**config.mk**
```make
export PLATFORM = sky130hd
export DESIGN_NAME = spi_slave_rx
export DESIGN_NICKNAME = d
export VERILOG_FILES = /design/src/rtl/spi_pkg.sv /design/src/rtl/spi_slave_shifter.sv /design/src/rtl/spi_slave_rx.sv
export SDC_FILE = /design/constraint.sdc
export NUM_CORES = 1
export LEC_CHECK = 0
export ABC_AREA = 1
export BUFFER_PORTS_ARGS = -buffer_cell sky130_fd_sc_hd__buf_2
export CORE_UTILIZATION = 52
export DETAILED_ROUTE_END_ITERATION = 12
export PLACE_DENSITY = 0.72
export SETUP_SLACK_MARGIN = 0.4
export SYNTH_ARGS = -nofsm -noshare
export SYNTH_HDL_FRONTEND = slang
export SYNTH_SLANG_ARGS = --single-unit
```
**constraint.sdc**
```tcl
create_clock -name clk -period 2.9 [get_ports clk]
set_input_delay 0.145 -clock clk [delete_from_list [all_inputs] [get_ports clk]]
set_output_delay 0.145 -clock clk [all_outputs]
set_load 0.05 [all_outputs]
```
**src/rtl/spi_pkg.sv**
```systemverilog
// Shared types for the SPI slave receiver: FSM state encoding and default word width.
package spi_pkg;

    typedef enum logic [1:0] {
        WAIT_IDLE,
        IDLE,
        SHIFT
    } spi_slv_state_t;

    localparam int SPI_DATA_W_DEF = 8;

endpackage

```
**src/rtl/spi_slave_shifter.sv**
```systemverilog
// Shift register with bit counter; done strobes combinationally on the shift that completes a word.
module spi_slave_shifter #(
    parameter int unsigned DATA_W    = 8,
    parameter bit          MSB_FIRST = 1'b1
) (
    input  logic              clk,
    input  logic              rst,
    input  logic              clr,
    input  logic              shift_en,
    input  logic              din,
    input  logic              load,
    input  logic [DATA_W-1:0] load_data,
    output logic [DATA_W-1:0] word_nxt,
    output logic              dout,
    output logic              mid,
    output logic              done
);
    localparam int unsigned CW = $clog2(DATA_W + 1);

    logic [DATA_W-1:0] sreg_q, sreg_d;
    logic [CW-1:0]     cnt_q, cnt_d;

    // word_nxt is the register contents after this cycle's sample, so the
    // completing bit is already included when done fires.
    generate
        if (MSB_FIRST) begin : g_msb
            assign word_nxt = {sreg_q[DATA_W-2:0], din};
            assign dout     = sreg_q[DATA_W-1];
        end else begin : g_lsb
            assign word_nxt = {din, sreg_q[DATA_W-1:1]};
            assign dout     = sreg_q[0];
        end
    endgenerate

    assign mid  = (cnt_q != '0);
    assign done = shift_en && (cnt_q == CW'(DATA_W - 1));

    always_comb begin
        sreg_d = sreg_q;
        cnt_d  = cnt_q;
        if (clr) begin
            cnt_d = '0;
        end else if (shift_en) begin
            cnt_d = done ? '0 : cnt_q + 1'b1;
        end
        if (load) begin
            sreg_d = load_data;
        end else if (shift_en) begin
            sreg_d = word_nxt;
        end
    end

    always_ff @(posedge clk or negedge rst) begin
        if (!rst) begin
            sreg_q <= '0;
            cnt_q  <= '0;
        end else begin
            sreg_q <= sreg_d;
            cnt_q  <= cnt_d;
        end
    end

endmodule

```
**src/rtl/spi_slave_rx.sv**
```systemverilog
// SPI slave receiver: FSM plus registered word/strobe outputs.
// Define SPI_SLAVE_MISO_EN to add the tx shift register and miso return path.
module spi_slave_rx
    import spi_pkg::*;
#(
    parameter int unsigned DATA_W    = SPI_DATA_W_DEF,
    parameter bit          MSB_FIRST = 1'b1
) (
    input  logic              clk,
    input  logic              rst,
    input  logic              ss,
    input  logic              mosi,
`ifdef SPI_SLAVE_MISO_EN
    input  logic [DATA_W-1:0] tx_data,
    input  logic              tx_load,
    output logic              tx_ready,
    output logic              miso,
`endif
    output logic [DATA_W-1:0] rx_data,
    output logic              rx_valid,
    output logic              frame_err,
    output logic              busy
);
    spi_slv_state_t    state_q, state_d;
    logic [DATA_W-1:0] rx_data_q, rx_data_d;
    logic              rx_valid_q, rx_valid_d;
    logic              frame_err_q, frame_err_d;

    logic              rx_shift, rx_clr, rx_done, rx_mid, shift_exit;
    logic [DATA_W-1:0] rx_word;
    logic              rx_dout_unused;

    spi_slave_shifter #(
        .DATA_W   (DATA_W),
        .MSB_FIRST(MSB_FIRST)
    ) u_rx_shift (
        .clk      (clk),
        .rst      (rst),
        .clr      (rx_clr),
        .shift_en (rx_shift),
        .din      (mosi),
        .load     (1'b0),
        .load_data('0),
        .word_nxt (rx_word),
        .dout     (rx_dout_unused),
        .mid      (rx_mid),
        .done     (rx_done)
    );

    always_comb begin
        state_d     = state_q;
        rx_shift    = 1'b0;
        rx_clr      = 1'b0;
        shift_exit  = 1'b0;
        frame_err_d = 1'b0;
        rx_valid_d  = rx_done;
        rx_data_d   = rx_done ? rx_word : rx_data_q;
        case (state_q)
            // Never join a frame already in flight at reset release.
            WAIT_IDLE: begin
                rx_clr = 1'b1;
                if (ss) state_d = IDLE;
            end
            IDLE: begin
                if (!ss) begin
                    rx_shift = 1'b1;
                    state_d  = SHIFT;
                end
            end
            SHIFT: begin
                if (!ss) begin
                    rx_shift = 1'b1;
                end else begin
                    rx_clr      = 1'b1;
                    shift_exit  = 1'b1;
                    frame_err_d = rx_mid;
                    state_d     = IDLE;
                end
            end
            default: state_d = WAIT_IDLE;
        endcase
    end

    always_ff @(posedge clk or negedge rst) begin
        if (!rst) begin
            state_q     <= WAIT_IDLE;
            rx_data_q   <= '0;
            rx_valid_q  <= 1'b0;
            frame_err_q <= 1'b0;
        end else begin
            state_q     <= state_d;
            rx_data_q   <= rx_data_d;
            rx_valid_q  <= rx_valid_d;
            frame_err_q <= frame_err_d;
        end
    end

    assign rx_data   = rx_data_q;
    assign rx_valid  = rx_valid_q;
    assign frame_err = frame_err_q;
    assign busy      = (state_q == SHIFT);

`ifdef SPI_SLAVE_MISO_EN
    logic [DATA_W-1:0] tx_hold_q, tx_hold_d, tx_ld_data;
    logic [DATA_W-1:0] tx_word_unused;
    logic              tx_acc, tx_ld, tx_done, tx_bit, tx_mid_unused;

    assign tx_ready   = (state_q != SHIFT);
    assign tx_acc     = tx_load && tx_ready;
    assign tx_hold_d  = tx_acc ? tx_data : tx_hold_q;
    // Completed or abandoned frames rearm the tx reg with the last loaded word.
    assign tx_ld      = tx_acc || tx_done || shift_exit;
    assign tx_ld_data = tx_acc ? tx_data : tx_hold_q;

    spi_slave_shifter #(
        .DATA_W   (DATA_W),
        .MSB_FIRST(MSB_FIRST)
    ) u_tx_shift (
        .clk      (clk),
        .rst      (rst),
        .clr      (rx_clr),
        .shift_en (rx_shift),
        .din      (1'b0),
        .load     (tx_ld),
        .load_data(tx_ld_data),
        .word_nxt (tx_word_unused),
        .dout     (tx_bit),
        .mid      (tx_mid_unused),
        .done     (tx_done)
    );

    always_ff @(posedge clk or negedge rst) begin
        if (!rst) begin
            tx_hold_q <= '0;
        end else begin
            tx_hold_q <= tx_hold_d;
        end
    end

    assign miso = !ss && tx_bit;
`else
    logic shift_exit_unused;
    assign shift_exit_unused = shift_exit;
`endif

endmodule

```
# After elaboration in Yosys (flattened, before gate mapping)
# Cells that the tools add are included.
dict set report totals {
  elab_cells 31
  register_bits 23
  input_bits 4
  output_inout_bits 11
}
dict set report op_classes {
  n_eq_ne 5
  muxes 12
  n_reduce_logical 7
  n_addsub 1
}
# op n
set ops {}
lappend ops {{4-bit two-way mux} 3}
lappend ops {{1-bit two-way mux} 5}
lappend ops {{4-bit by 1-bit adder with 4-bit output (second input constant)} 1}
lappend ops {{4-bit by 3-bit == test with 1-bit output (second input constant)} 1}
lappend ops {{2-bit two-way mux} 2}
lappend ops {{2-bit one-hot mux with 2 select lines} 1}
lappend ops {{4-bit nonzero test} 1}
lappend ops {{2-bit OR reduction} 2}
lappend ops {{2-bit by 1-bit == test with 1-bit output (second input constant)} 1}
lappend ops {{2-bit == test (second input constant)} 1}
lappend ops {{2-bit logical NOT} 1}
lappend ops {{2-bit by 1-bit != test with 1-bit output (second input constant)} 1}
lappend ops {{2-bit != test (second input constant)} 1}
lappend ops {{1-bit one-hot mux with 2 select lines} 1}
lappend ops {{2-bit AND reduction} 1}
lappend ops {{2-bit nonzero test} 1}
lappend ops {{1-bit logical AND} 1}

# Depth between registers and ports, before layout
# Gate-level depths: netlist of run 1.
dict set report logic_depth {
  word_depth 7
  depth_mapped 9
  mapped_depth_nobuf 8
}

# Modules after synthesis
# A second synthesis of run 1 with hierarchy kept.
dict set report unflattened {
  cells_unflattened 141
  area_unflattened_um2 1154.9
}
# module area_each_um2 cells_per_inst instances
set modules_own_cells {}
lappend modules_own_cells {spi_slave_shifter 598.1 77 1}
lappend modules_own_cells {spi_slave_rx 556.8 64 1}

# Worst setup path after synthesis of run 1
# Ideal clock, no wire load.
dict set report synth_path {
  path_kind {reg-to-reg}
  start {register state_q[0]}
  end {register u_rx_shift.cnt_q[0]}
  t_required_ns 2.784
  setup_ns 0.116
  path_stages_with_launch 8
  setup_slack_ns 1.266
  path_buffers 0
  period_less_slack_ns 1.634
  t_arrival_ns 1.517
  path_cell_list {dfrtp_1 inv_1 ha_1 nand3_1 nand2_1 nor2_1 nand2_1 nand2_1}
}
dict set report synth_via {
  elab_chain_cells 7
}
# element line
set synth_rtl {}
lappend synth_rtl {{from (decl)} spi_slave_rx.sv:24} ;# spi_slv_state_t state_q, state_d;
lappend synth_rtl {{from (signal assigned)} spi_slave_rx.sv:91} ;# state_q <= state_d;
lappend synth_rtl {{2-bit == test *} --}
lappend synth_rtl {{via busy} spi_slave_rx.sv:22} ;# output logic busy
lappend synth_rtl {{2-bit OR reduction (no source line)} --}
lappend synth_rtl {{1-bit two-way mux} --}
lappend synth_rtl {{1-bit logical AND} spi_slave_shifter.sv:36} ;# assign done = shift_en && (cnt_q == CW'(DATA_W - 1));
lappend synth_rtl {{4-bit two-way mux} spi_slave_shifter.sv:44} ;# cnt_d = done ? '0 : cnt_q + 1'b1;
lappend synth_rtl {{4-bit two-way mux} spi_slave_shifter.sv:43} ;# end else if (shift_en) begin
lappend synth_rtl {{4-bit two-way mux} spi_slave_shifter.sv:41} ;# if (clr) begin
lappend synth_rtl {{to (signal assigned)} spi_slave_shifter.sv:59} ;# cnt_q <= cnt_d;
lappend synth_rtl {{to (decl)} spi_slave_shifter.sv:21} ;# logic [CW-1:0] cnt_q, cnt_d;
# The timed path passes the listed nets; every way through them passes the cells marked *. The select of a mux whose other input is x is not followed.
# A chain may end at the register's enable or synchronous reset.

# Worst setup path in the final report of run 1
dict set report layout_path {
  start {register state_q[0]}
  end {register u_rx_shift.sreg_q[6]}
}
dict set report layout_via {
  elab_chain_cells 3
}
# element line
set layout_rtl {}
lappend layout_rtl {{2-bit == test / 2-bit by 1-bit == test with 1-bit output (equally long branches)} spi_slave_rx.sv:58} ;# case (state_q)
lappend layout_rtl {{2-bit OR reduction (no source line) *} --}
lappend layout_rtl {{1-bit two-way mux *} --}
lappend layout_rtl {{to (signal assigned)} spi_slave_shifter.sv:58} ;# sreg_q <= sreg_d;
lappend layout_rtl {{to (decl)} spi_slave_shifter.sv:20} ;# logic [DATA_W-1:0] sreg_q, sreg_d;
# Mark *: on every way between the ends. The rest lies on a longest branch, timed or not.

==> results.sh, run 1 <==
export IMPL_netlist_instances=122
export IMPL_vdd_ir_drop_max_mv=0.446
export IMPL_cts_buffers_inserted=3
export IMPL_internal_power_uw=529
export IMPL_wl_per_cell_um=11.9
export IMPL_hp_class="primary input to flop"
export IMPL_avgSynthCellArea_um2=9.10
export IMPL_cts_max_path_buffers=2
export IMPL_hold_viol=0
export IMPL_drive_above_1_share_pct=18.7
export IMPL_cts_repair_resized=0
export IMPL_crit_chain="inv_1 -> ha_1 -> inv_1 -> nor2_2 -> inv_1 -> nand2_1 -> o21ai_0"
export IMPL_rsz0062_at_grt="no"
export IMPL_grt_ovfl_total=0
export IMPL_grt_pass1_vias=683
export IMPL_n_antenna_cell=0
export IMPL_slowest_delay_ns=0.44
export IMPL_port_buffer_count=14
export IMPL_path_common_cell="inv_1"
export IMPL_n_fill_cell=183
export IMPL_fin_nets=152
export IMPL_ys_warn_count=0
export IMPL_cts_hold_buf=1
export IMPL_drv_cap=0
export IMPL_final_cell_mix="46 x nand2_1, 23 x dfrtp_1, 14 x buf_2"
export IMPL_rows=16
export IMPL_final_common_cell="nand2_1"
export IMPL_pwr_share_comb_pct=34.2
export IMPL_vias=818
export IMPL_setup_tns_ns=0
export IMPL_dr_pass1_iters=4
export IMPL_setup_violations=0
export IMPL_crit_path_start_kind="flop"
export IMPL_vias_per_cell=4.93
export IMPL_syn_cell_area_mm2=0.00111
export IMPL_crit_slowest_cell="dfrtp_1"
export IMPL_slew_headroom_pct=65.3
export IMPL_num_io_pins=15
export IMPL_synth_seq_area_share_pct=51.9
export IMPL_tritoncts="yes"
export IMPL_cp_required_ns=3.11
export IMPL_remaining_drc_errors=0
export IMPL_cts_reportedPaths_clkPinSlew_ns=0.13
export IMPL_die_y_um=48.2
export IMPL_maxSlewViolCount=0
export IMPL_grt_usage_pct=20.0
export IMPL_end_kind="flop"
export IMPL_r2r_setup_slack_ns=1.06
export IMPL_holdPathStages=3
export IMPL_power_total_uw=896
export IMPL_die_area_mm2=0.00232
export IMPL_leakage_uw=0.000685
export IMPL_status="finished clean"
export IMPL_cp_buffers_inverters=3
export IMPL_clock_power_share_pct=17.0
export IMPL_critPathTopFamily="simple AND/OR/NAND/NOR gates"
export IMPL_cts_setup_buffers=0
export IMPL_grt_max_degree=24
export IMPL_timing_fmax_ghz=0.542
export IMPL_die_x_um=48.2
export IMPL_crit_fanout=11
export IMPL_crit_type="flop to flop"
export IMPL_routed_wl_um=1970
export IMPL_syn_num_nets=134
export IMPL_r2r_worst_path_cells=7
export IMPL_worstPathArrival_ns=2.06
export IMPL_grt_pass1_wl_um=3080
export IMPL_initial_core_util_pct=56.0
export IMPL_hpwlAfterDp_um=1430
export IMPL_clock_sinks=23
export IMPL_first_iter_violations=11
export IMPL_synth_distinct_cells=18
export IMPL_powerDensity_mw_per_mm2=729
export IMPL_insertion_delay_ns=0.32
export IMPL_netSwitchingFraction_pct=41.0
export IMPL_syn_to_final_growth_pct=10.7
export IMPL_antenna_found_initial=0
export IMPL_core_mm2=0.00198
export IMPL_root_buffer="clkbuf_4"
export IMPL_place_gp_congestion=0.826
export IMPL_ys_ff_latch=23
export IMPL_h_tree_depth=1
export IMPL_r2r_start="state_q[0]$_DFFE_PN0P_"
export IMPL_worstMarginPinSlew_ns=0.520
export IMPL_period_share_pct=63.6
export IMPL_finalClockSkew_ns=0.00148
export IMPL_fin_crit_ns=1.84
export IMPL_seqPwrFrac_pct=48.8
export IMPL_drtAntennaViolNets=0
export IMPL_hold_path_startpoint="mosi"
export IMPL_holdPathEnd="u_rx_shift.sreg_q[0]$_DFFE_PN0P_"
export IMPL_timing_rr_end="u_rx_shift.sreg_q[6]$_DFFE_PN0P_"
export IMPL_switchingPower_uw=367
[cell type report]
| type | instances | area (um2) | share of cell area, % |
|---|---|---|---|
| Clock inverter | 1 | 5.00 | 0.407 |
| Tap cell | 27 | 33.8 | 2.75 |
| Timing Repair Buffer | 15 | 80.1 | 6.52 |
| Clock buffer | 3 | 22.5 | 1.83 |
| Sequential cell | 23 | 576 | 46.8 |
| Inverter | 13 | 48.8 | 3.97 |
| Multi-Input combinational cell | 84 | 463 | 37.7 |
[how the worst max path moves through the flow]
stage                           start                                to  slack (ns)  cells past startpoint
5_1_grt        state_q[0]$_DFFE_PN0P_  u_rx_shift.sreg_q[6]$_DFFE_PN0P_        0.90                      7
6_report       state_q[0]$_DFFE_PN0P_  u_rx_shift.sreg_q[6]$_DFFE_PN0P_        1.06                      7
2_1_floorplan  state_q[0]$_DFFE_PN0P_   u_rx_shift.cnt_q[0]$_DFFE_PN0P_        1.27                      7
3_5_place_dp   state_q[0]$_DFFE_PN0P_  u_rx_shift.sreg_q[6]$_DFFE_PN0P_        1.08                      7
4_1_cts        state_q[0]$_DFFE_PN0P_  u_rx_shift.sreg_q[6]$_DFFE_PN0P_        1.05                      7
3_3_place_gp   state_q[1]$_DFFE_PN0P_  u_rx_shift.sreg_q[6]$_DFFE_PN0P_        1.22                      7
[power by group through the flow]
stage / Sequential [uW] / Clock [uW] / Combinational [uW]
final: 437 / 152 / 307
after global routing: 448 / 167 / 355
after CTS: 437 / 157 / 308
after detailed placement: 444 / 0 / 305
after global placement: 439 / 0 / 293
after floorplan: 433 / 0 / 251
[cell usage after synthesis, drive strengths merged]
master	n	area, um2
a31oi	1	6.26
nand3	5	50.0
inv	13	48.8
a21oi	3	18.8
buf	2	22.5
o21ai	12	60.1
nor3b	1	7.51
dfrtp	23	576
ha	8	100
nand2	47	179
nand4	1	6.26
nor2	6	35.0
[cells by family (layout without fill, tap and decap cells)]
| family | count (synthesis) | in the layout | synth area share, % |
|---|---|---|---|
| buf+inv | 15 | 32 | 6.43 |
| compound gates | 16 | 16 | 7.67 |
| flops | 23 | 23 | 51.9 |
| simple gates | 60 | 60 | 25.0 |
| fa+ha+maj | 8 | 8 | 9.02 |
[stage by stage]
step / hold WS (ns) / area (um2) / setup WS, ns / instances / util, %
floorplan: -0.151 / 1110 / 1.27 / 122 / -
global placement: 0.145 / 1190 / 1.22 / 161 / 60.1
detailed placement: 0.145 / 1190 / 1.08 / 161 / 60.1
CTS: 0.0354 / 1230 / 1.05 / 166 / 62.0
global route: 0.0475 / 1230 / 0.903 / 166 / 62.0
finish: 0.0490 / 1230 / 1.06 / 166 / 62.0
[worst register-to-register path: stages, from the launching register on]
cell and delay, ns:
dfrtp_1 0.44, inv_1 0.11, ha_1 0.35, inv_1 0.06
nor2_2 0.37, inv_1 0.23, nand2_1 0.10, o21ai_0 0.08
[registers in the layout, indices dropped and copies added, names as in the netlist]
| name | flops |
|---|---|
| u_rx_shift.sreg_q | 7 |
| rx_data | 8 |
| frame_err | 1 |
| rx_valid | 1 |
| state_q | 2 |
| u_rx_shift.cnt_q | 4 |
[routing by layer]
layer / routed length, um / GRT usage, %
met2: 919 / 28.3
met1: 954 / 29.6
met5: 0 / 0
met4: 24 / 8.33
met3: 70 / 4.44
Power figures use the tool's default switching activity.
==> run 2: changes to the inputs <==
Clock period 2.9 ns to 1.75 ns, I/O delays scaled along.
==> run 2 against run 1 <==
Via count up 6.2%. First-iteration DRC count up 100%. Clock skew up 0.0048 ns. Critical path depth unchanged. Global-route usage down 0.40 points. Largest power group is now combinational logic.
==> results.sh, run 2 (synthesis results as in run 1) <==
export IMPL_hold_viol=0
export IMPL_hp_class="primary input to flop"
export IMPL_root_buffer="clkbuf_4"
export IMPL_worstPathArrival_ns=1.65
export IMPL_crit_slowest_cell="dfrtp_1"
export IMPL_num_io_pins=15
export IMPL_largest_reg_flops=8
export IMPL_initial_core_util_pct=56.0
export IMPL_status="finished clean"
export IMPL_leakage_uw=0.000748
export IMPL_remaining_drc_errors=0
export IMPL_n_antenna_cell=0
export IMPL_cp_required_ns=2.01
export IMPL_die_x_um=48.2
export IMPL_stdcell_area_mm2=0.00140
export IMPL_worstMarginPinSlew_ns=0.505
export IMPL_final_cell_mix="41 x nand2_1, 22 x dfrtp_1, 13 x buf_2"
export IMPL_insertion_delay_ns=0.32
export IMPL_drv_cap=0
export IMPL_pwr_share_comb_pct=43.5
export IMPL_grt_pass1_wl_um=3040
export IMPL_first_iter_violations=22
export IMPL_drive_above_1_share_pct=35.6
export IMPL_grt_pass1_vias=708
export IMPL_slew_headroom_pct=66.3
export IMPL_slowest_delay_ns=0.39
export IMPL_port_buffer_count=14
export IMPL_cts_max_path_buffers=2
export IMPL_setup_tns_ns=0
export IMPL_vdd_ir_drop_max_mv=0.776
export IMPL_final_util_pct=70.6
export IMPL_cts_reportedPaths_clkPinSlew_ns=0.13
export IMPL_maxSlewViolCount=0
export IMPL_multiInputGateArea_um2=533
export IMPL_syn_to_final_growth_pct=26.2
export IMPL_h_tree_depth=1
export IMPL_crit_type="flop to flop"
export IMPL_cts_buffers_inserted=3
export IMPL_die_area_mm2=0.00232
export IMPL_internal_power_uw=1020
export IMPL_postPlaceCellArea_mm2=0.00123
export IMPL_critPathTopFamily="flip-flops"
export IMPL_clock_sinks=23
export IMPL_period_share_pct=79.6
export IMPL_holdWs_ns=0.0440
export IMPL_grt_usage_pct=19.6
export IMPL_setup_violations=0
export IMPL_n_fill_cell=139
export IMPL_end_kind="flop"
export IMPL_switchingPower_uw=717
export IMPL_crit_path_start_kind="flop"
export IMPL_routed_wl_um=2240
export IMPL_dr_pass1_iters=4
export IMPL_netSwitchingFraction_pct=41.2
export IMPL_seqPwrFrac_pct=42.0
export IMPL_fin_crit_ns=1.39
export IMPL_drtAntennaViolNets=0
export IMPL_rows=16
export IMPL_crit_chain="inv_2 -> ha_4 -> nand3_4 -> nor2_4 -> buf_12 -> nor2_4 -> a21oi_2"
export IMPL_antenna_found_initial=0
export IMPL_timing_fmax_ghz=0.718
export IMPL_fin_nets=162
export IMPL_rsz0062_at_grt="yes"
export IMPL_core_mm2=0.00198
export IMPL_powerDensity_mw_per_mm2=1240
export IMPL_vias_per_cell=4.94
export IMPL_place_gp_congestion=0.800
export IMPL_tritoncts="yes"
export IMPL_grt_ovfl_total=0
export IMPL_final_common_cell="nand2_1"
export IMPL_crit_fanout=7
export IMPL_ff_latch_area_um2=577
export IMPL_cp_buffers_inverters=2
export IMPL_die_y_um=48.2
export IMPL_clock_power_share_pct=14.6
export IMPL_wl_per_cell_um=12.7
export IMPL_vias=869
export IMPL_finalClockSkew_ns=0.00630
export IMPL_grt_max_degree=24
export IMPL_hpwlAfterDp_um=1430
export IMPL_path_common_cell="nor2_4"
[run 2: area by class of cell]
type	count	share of cell area, %
Clock buffer	3	1.61
Sequential cell	23	41.2
Multi-Input combinational cell	84	38.1
Clock inverter	1	0.357
Tap cell	27	2.41
Inverter	13	3.49
Timing Repair Buffer	25	12.9
[run 2: per-stage QoR]
stage / total power [uW] / instances / worst slack (ns)
after floorplan: 1200 / 122 / 0.388
after global placement: 1300 / 162 / 0.191
after detailed placement: 1310 / 162 / 0.162
after CTS: 1620 / 173 / 0.393
after global routing: 1850 / 176 / 0.323
final: 1740 / 176 / 0.358
[run 2: worst paths after layout]
kind | start | to | slack, ns | cells after the start
worst max register to register | state_q[0]$_DFFE_PN0P_ | rx_data[6]$_DFFE_PN0P_ | 0.36 | 7
max in group asynchronous | rst | state_q[1]$_DFFE_PN0P_ | 1.14 | 2
worst min register to register | rx_data[5]$_DFFE_PN0P_ | rx_data[5]$_DFFE_PN0P_ | 0.49 | 2
worst min-delay path | ss | frame_err$_DFF_PN0_ | 0.04 | 3
min in group asynchronous | rst | u_rx_shift.cnt_q[0]$_DFFE_PN0P_ | 0.24 | 2
worst max-delay path | state_q[0]$_DFFE_PN0P_ | rx_data[6]$_DFFE_PN0P_ | 0.36 | 7
[run 2: metal layers]
| layer | GRT usage [%] | vias up | share of wire [%] |
|---|---|---|---|
| li1 | - | 433 | - |
| met5 | 0 | - | 0 |
| met4 | 8.33 | 0 | 1.6 |
| met3 | 3.33 | 5 | 2.1 |
| met1 | 27.0 | 418 | 49 |
| met2 | 30.7 | 13 | 47 |
[run 2: power by group through the flow]
stage	combinational (uW)	clock, uW	sequential [uW]
floorplan	472	0	727
global placement	558	0	741
detailed placement	564	0	743
CTS	643	260	715
global route	833	277	739
finish	756	253	730
[run 2: tightest hold or removal path: stages]
cell     delay (ns)
buf_2          0.14
nand2_1        0.08
a31oi_1        0.04
[run 2: repair_timing]
item | 4_1_cts | 5_1_grt
gates resized for setup | 4 | 16
setup endpoints to repair | 23 | 22
pin swaps | 1 | 4
hold buffers | 2 | 0
hold endpoints to repair | 25 | 0
setup buffers | 5 | 3
